--- src/rtl/clk_meas_pkg.sv ---
// Shared types and defaults for the clock period meter.
package clk_meas_pkg;

  typedef enum logic [1:0] {
    IDLE,
    MEAS_HIGH,
    MEAS_LOW
  } meas_state_t;

  localparam int CNT_W_DEFAULT   = 24;
  localparam int TIMEOUT_DEFAULT = 10_000_000;

endpackage

--- src/rtl/sync_edge_det.sv ---
// Multi-stage synchroniser for an asynchronous input followed by a one-flop
// edge detector producing single-cycle rise/fall pulses.
module sync_edge_det #(
  parameter int SYNC_STAGES = 2
) (
  input  logic clk_in,
  input  logic reset,
  input  logic async_in,
  output logic sync_o,
  output logic rise_o,
  output logic fall_o
);

  logic [SYNC_STAGES-1:0] r_sync;
  logic                   r_prev;

  // NOTE: sequential state uses non-blocking assignments so every flop samples
  // the pre-edge value of its neighbour, which is what makes the shift chain work.
  always_ff @(posedge clk_in or negedge reset) begin
    if (!reset) begin
      r_sync <= '0;
      r_prev <= 1'b0;
    end else begin
      r_sync <= {r_sync[SYNC_STAGES-2:0], async_in};
      r_prev <= r_sync[SYNC_STAGES-1];
    end
  end

  assign sync_o = r_sync[SYNC_STAGES-1];
  assign rise_o = sync_o & ~r_prev;
  assign fall_o = ~sync_o & r_prev;

endmodule

--- src/rtl/clk_period_meter.sv ---
// Measures period and high time of a synchronised square wave in clk_in cycles.
// Optional: define CLK_PERIOD_METER_AVG_EN to report the average of 4 results.
module clk_period_meter
  import clk_meas_pkg::*;
#(
  parameter int CNT_W       = CNT_W_DEFAULT,
  parameter int TIMEOUT_CYC = TIMEOUT_DEFAULT,
  parameter int SYNC_STAGES = 2
) (
  input  logic             clk_in,
  input  logic             reset,
  input  logic             sig_in,
  output logic [CNT_W-1:0] period_o,
  output logic [CNT_W-1:0] high_o,
  output logic             valid_o,
  output logic             timeout_o
);

  localparam logic [CNT_W-1:0] TIMEOUT_V = CNT_W'(TIMEOUT_CYC);
  localparam logic [CNT_W-1:0] CNT_ONE   = CNT_W'(1);

  logic w_sync, w_rise, w_fall;

  sync_edge_det #(.SYNC_STAGES(SYNC_STAGES)) u_sync (
    .clk_in   (clk_in),
    .reset    (reset),
    .async_in (sig_in),
    .sync_o   (w_sync),
    .rise_o   (w_rise),
    .fall_o   (w_fall)
  );

  meas_state_t      r_state, w_state;
  logic [CNT_W-1:0] r_cnt, w_cnt, r_hi_cnt, w_hi_cnt;
  logic [CNT_W-1:0] r_period, w_period, r_high, w_high;
  logic             r_valid, w_valid, r_timeout, w_timeout;
  logic             w_done, w_to_hit;
  logic [CNT_W-1:0] w_meas_p, w_meas_h;

`ifdef CLK_PERIOD_METER_AVG_EN
  logic [CNT_W+1:0] r_acc_p, w_acc_p, r_acc_h, w_acc_h, w_sum_p, w_sum_h;
  logic [1:0]       r_nsamp, w_nsamp;
`endif

  // NOTE: every output of a combinational block gets a default first; a path
  // that leaves a signal unassigned would otherwise infer a latch.
  always_comb begin
    w_state  = r_state;
    w_cnt    = r_cnt;
    w_hi_cnt = r_hi_cnt;
    w_done   = 1'b0;
    w_to_hit = 1'b0;
    w_meas_p = '0;
    w_meas_h = '0;
    case (r_state)
      IDLE: begin
        w_cnt = '0;
        if (w_rise) begin
          w_cnt   = CNT_ONE;
          w_state = MEAS_HIGH;
        end
      end
      MEAS_HIGH, MEAS_LOW: begin
        if (w_rise) begin
          // A rise while still high means the fall was missed: report 100% duty.
          w_done   = 1'b1;
          w_meas_p = r_cnt;
          w_meas_h = (r_state == MEAS_HIGH) ? r_cnt : r_hi_cnt;
          w_cnt    = CNT_ONE;
          w_state  = MEAS_HIGH;
        end else if (r_cnt == TIMEOUT_V) begin
          w_to_hit = 1'b1;
          w_cnt    = '0;
          w_state  = IDLE;
        end else begin
          w_cnt = r_cnt + CNT_ONE;
          if (r_state == MEAS_HIGH && w_fall) begin
            w_hi_cnt = r_cnt;
            w_state  = MEAS_LOW;
          end
        end
      end
      default: begin
        w_cnt   = '0;
        w_state = IDLE;
      end
    endcase
  end

  always_comb begin
    w_period  = r_period;
    w_high    = r_high;
    w_valid   = 1'b0;
    w_timeout = r_timeout;
`ifdef CLK_PERIOD_METER_AVG_EN
    w_acc_p = r_acc_p;
    w_acc_h = r_acc_h;
    w_nsamp = r_nsamp;
    w_sum_p = r_acc_p + {2'b00, w_meas_p};
    w_sum_h = r_acc_h + {2'b00, w_meas_h};
    if (w_to_hit) begin
      w_timeout = 1'b1;
      w_period  = '0;
      w_high    = '0;
      w_acc_p   = '0;
      w_acc_h   = '0;
      w_nsamp   = '0;
    end else if (w_done) begin
      w_timeout = 1'b0;
      if (r_nsamp == 2'd3) begin
        w_period = w_sum_p[CNT_W+1:2];
        w_high   = w_sum_h[CNT_W+1:2];
        w_valid  = 1'b1;
        w_acc_p  = '0;
        w_acc_h  = '0;
        w_nsamp  = '0;
      end else begin
        w_acc_p = w_sum_p;
        w_acc_h = w_sum_h;
        w_nsamp = r_nsamp + 2'd1;
      end
    end
`else
    if (w_to_hit) begin
      w_timeout = 1'b1;
      w_period  = '0;
      w_high    = '0;
    end else if (w_done) begin
      w_timeout = 1'b0;
      w_period  = w_meas_p;
      w_high    = w_meas_h;
      w_valid   = 1'b1;
    end
`endif
  end

  always_ff @(posedge clk_in or negedge reset) begin
    if (!reset) begin
      r_state   <= IDLE;
      r_cnt     <= '0;
      r_hi_cnt  <= '0;
      r_period  <= '0;
      r_high    <= '0;
      r_valid   <= 1'b0;
      r_timeout <= 1'b0;
`ifdef CLK_PERIOD_METER_AVG_EN
      r_acc_p   <= '0;
      r_acc_h   <= '0;
      r_nsamp   <= '0;
`endif
    end else begin
      r_state   <= w_state;
      r_cnt     <= w_cnt;
      r_hi_cnt  <= w_hi_cnt;
      r_period  <= w_period;
      r_high    <= w_high;
      r_valid   <= w_valid;
      r_timeout <= w_timeout;
`ifdef CLK_PERIOD_METER_AVG_EN
      r_acc_p   <= w_acc_p;
      r_acc_h   <= w_acc_h;
      r_nsamp   <= w_nsamp;
`endif
    end
  end

  // A rise pulse can only exist while the synchronised level is high.
  a_rise_implies_high: assert property (@(posedge clk_in) disable iff (!reset) w_rise |-> w_sync);

  assign period_o  = r_period;
  assign high_o    = r_high;
  assign valid_o   = r_valid;
  assign timeout_o = r_timeout;

endmodule

--- config.mk ---
export PLATFORM = sky130hd
export DESIGN_NAME = clk_period_meter
export DESIGN_NICKNAME = d
export VERILOG_FILES = /design/src/rtl/clk_meas_pkg.sv /design/src/rtl/sync_edge_det.sv /design/src/rtl/clk_period_meter.sv
export SDC_FILE = /design/constraint.sdc
export NUM_CORES = 1
export LEC_CHECK = 0
export CAP_MARGIN = 5
export CORE_MARGIN = 2
export CORE_UTILIZATION = 30
export CTS_CLUSTER_DIAMETER = 40
export DETAILED_ROUTE_END_ITERATION = 10
export HOLD_SLACK_MARGIN = 0.06
export PLACE_DENSITY = 0.58
export SLEW_MARGIN = 0
export SYNTH_ARGS = -nofsm -noshare
export SYNTH_HDL_FRONTEND = slang
export SYNTH_SLANG_ARGS = --single-unit
--- constraint.sdc ---
create_clock -name clk_in -period 6.39 [get_ports clk_in]
set_input_delay 1.278 -clock clk_in [delete_from_list [all_inputs] [get_ports clk_in]]
set_output_delay 1.278 -clock clk_in [all_outputs]
set_load 0.02 [all_outputs]
==> impl_summary.log <==
[metrics] setup repair after global routing missed its margin: false
[metrics] overall die width: 132 um
[metrics] final worst-path cycle share: 0.449
[metrics] Startpoint Class: flip-flop
[metrics] via count of the first global-routing pass: 3,733
[metrics] detailed-router iteration count before antenna repair: 4
[metrics] class of the worst hold path: flip-flop to flip-flop
[metrics] Synthesized Nets: 479
[metrics] Post-DP HPWL: 7.67 mm
[metrics] number of setup violations in the final report: 0
[metrics] total of cells resized after clock tree synthesis: 0
[metrics] Max IR drop VDD: 0.000181 V
[metrics] EDFF count, synth: 0
[metrics] Tightest Pin Transition: 1060 ps
[metrics] die area: 17,500 um2
[metrics] proportion of synthesized flip-flops having asynchronous set or reset: 1.00
[metrics] net count of the finished layout: 504
[metrics] effective utilization at floorplan: 0.309
[metrics] average cell area after synthesis: 10.5 um2
[metrics] terminating pin of the worst hold path: u_sync.r_sync[1]
[metrics] post-synthesis sequential element count: 103
[metrics] Clk Latency, worst-skew pair: 350 ps
[metrics] r2r worst-path depth: 6
[metrics] share of the synthesized area in the top cell type: 0.521
[metrics] All-Layer GR Usage: 0.142
[metrics] largest net degree at the start of global routing: 54
[metrics] number of buffers inserted by post-CTS setup repair: 0
[metrics] Worst Path Required: 6620 ps
[metrics] number of fill cells: 1,608
[metrics] routability cong.: 0.805
[metrics] core area: 16,000 um2
[metrics] Setup Crit Path Kind: flip-flop to flip-flop
[metrics] status: finished clean
[metrics] maximum buffer depth of the clock tree: 2
[metrics] hold depth: 0
[metrics] proportion of synthesized chip area in sequential cells: 0.521
[metrics] top cells by instance count after synthesis: dfrtp_1 (103), nand2_1 (58), o21ai_0 (49), a22oi_1 (48), mux2_2 (28)
[metrics] initial antenna violation count: 0
[metrics] Hold Startpoint: u_sync.r_sync[0]
[metrics] Top-Level Pins: 53
[metrics] share of cells above drive strength 1: 0.106
[metrics] final-report hold violation count: 0
[metrics] Crit. End Element: flip-flop
[metrics] post-cts hold buffer count: 0
[metrics] WL per Instance: 16.6 um
[metrics] Congestion Overflow GR: 0
[metrics] number of instances in the synthesized netlist: 471
[metrics] row count: 46
[metrics] Leakage Power: 0.00243 uW
[metrics] DRT iter0 DRCs: 190
[metrics] achievable frequency: 348 MHz
[metrics] count of maximum capacitance violations: 0
[metrics] global-route wire length before repair: 19.8 mm
[metrics] terminus of the critical flop-to-flop path: r_hi_cnt[6]
[metrics] Period minus WS final: 2870 ps
[metrics] Crit Reg-Reg Startpoint: r_cnt[0]
[metrics] routed vias: 3,754
[metrics] Antenna Nets Post-Route: 0
[metrics] TritonCTS clock tree: built
[metrics] clock tree skew after final layout: 8.86 ps
[metrics] Yosys warning count: 0
[metrics] number of different library cells in the post-synthesis netlist: 43
[metrics] CTS clk-pin slew, worst paths: 60 ps
[metrics] final setup slack of the worst path: 3520 ps
[metrics] Post-Syn Area: 4940 um2
[metrics] Setup Total Neg Slack: 0 ps
[metrics] CTS H-Tree Depth: 3
[metrics] library cell occupying the most area in the post-synthesis netlist: dfrtp_1
[metrics] antenna fix cells: 0
[metrics] Num CTS Buffers: 9
[metrics] worst reg2reg setup slack: 3520 ps
[metrics] Routed WL: 11.9 mm
[metrics] Post-synth top flop: dfrtp_1
[metrics] Max-slew headroom: 0.295
[metrics] most area-consuming cells after synthesis: dfrtp_1 (52%), a22oi_1 (7.3%), mux2_2 (6.4%), o21ai_0 (5.0%), mux2_1 (4.6%)
[metrics] Vias/cell: 5.24
[metrics] pre-CTS worst setup slack: 3600 ps
[metrics] CTS Root Buffer Type: clkbuf_16
[metrics] total power divided by cell area: 311 nW/um2
[metrics] Worst Path Arrival: 3100 ps
[metrics] most frequent cell after synthesis: dfrtp_1
[metrics] Port Buf Inserts: 52
[metrics] CP Max Fanout: 24
[metrics] overall die height: 132 um
[metrics] max-slew violation count: 0
[metrics] number of sinks handled by clock tree synthesis: 103
[metrics] area added between synthesis and finish: 19.2%
[metrics] DRC violations left: 0
[worst max path at each step]
stage / start / end / cells past startpoint
final: r_cnt[0] / r_hi_cnt[6] / 6
after global routing: r_cnt[0] / r_hi_cnt[9] / 6
after CTS: r_cnt[0] / r_hi_cnt[6] / 6
after detailed placement: r_cnt[0] / r_hi_cnt[9] / 6
after global placement: r_cnt[0] / r_hi_cnt[9] / 6
after floorplan: r_cnt[0] / r_hi_cnt[0] / 7
[metrics by stage]
| step | area [um2] | hold slack, ps | power [uW] | std cells | util |
|---|---|---|---|---|---|
| 5_1_grt | 5890 | 368 | 1940 | 716 | 0.368 |
| 3_3_place_gp | 5580 | 338 | 1250 | 701 | 0.349 |
| 2_1_floorplan | 4940 | 331 | 1100 | 471 | - |
| 4_1_cts | 5890 | 350 | 1860 | 716 | 0.368 |
| 3_5_place_dp | 5580 | 335 | 1270 | 701 | 0.349 |
| 6_report | 5890 | 348 | 1840 | 716 | 0.368 |
[final cells by class]
type	count	area (um2)	area share
multi-input combinational	315	2140	0.363
sequential	103	2580	0.437
clock inverter	3	67.6	0.0115
clock buffer	12	246	0.0418
timing repair buffer	57	556	0.0943
inverter	10	37.5	0.00637
tap	216	270	0.0459
[state kept, by name, summed over array words and instances, names as in the netlist]
register,cells
high_o,24
period_o,24
r_cnt,24
r_hi_cnt,24
r_state,2
timeout_o,1
u_sync.r_prev,1
u_sync.r_sync,2
valid_o,1
[cell usage in the layout, fill, tap and decap left out, types with 2 or more instances in the layout]
cell type        instances
nor3_1                   4
clkbuf_1                 2
mux2_2                  28
o31ai_1                  8
dfrtp_1                103
ha_1                     5
nand3_1                  6
nand2_1                 58
buf_4                    6
a22oi_1                 48
xnor2_1                  8
or3_1                    3
bufinv_16                2
or4_1                    8
o21ai_0                 49
and3_1                   3
nor4b_1                  2
o211ai_1                 4
nor2_1                  17
mux2_1                  20
a21oi_1                 10
nand4_1                  9
clkdlybuf4s50_1         51
xor2_1                   5
inv_1                   10
nor4_1                   4
clkbuf_16                9
[worst max-delay path: stages, from the launching register on]
cell	delay [ps]
dfrtp_1	480
inv_1	130
ha_1	160
nor4b_1	410
nand4_2	300
o211ai_4	850
mux2_2	410
[logic make-up (layout without fill, tap and decap cells)]
family,Yosys count,after routing,synth area share
AOI/OAI and AO/OA,125,125,0.163
and+or+nand+nor,124,124,0.123
DFF,103,103,0.521
buffers and inverters,53,82,0.0476
muxes,48,48,0.109
xor gates and xnor gates,13,13,0.0230
adders and majority gates,5,5,0.0127
[power by group]
part	switching (uW)	internal (uW)	total, uW
Sequential	48.0	697	745
Clock	234	352	586
Combinational	336	168	504
Total	618	1220	1840
[metal layers]
metal | GRT usage | wire [um] | up-vias
met5 | 0 | 0 | -
met4 | 0.0609 | 294 | 0
met3 | 0.0331 | 558 | 26
met2 | 0.222 | 5550 | 106
met1 | 0.189 | 5460 | 1874
li1 | - | - | 1748
Power figures use the tool's default switching activity.
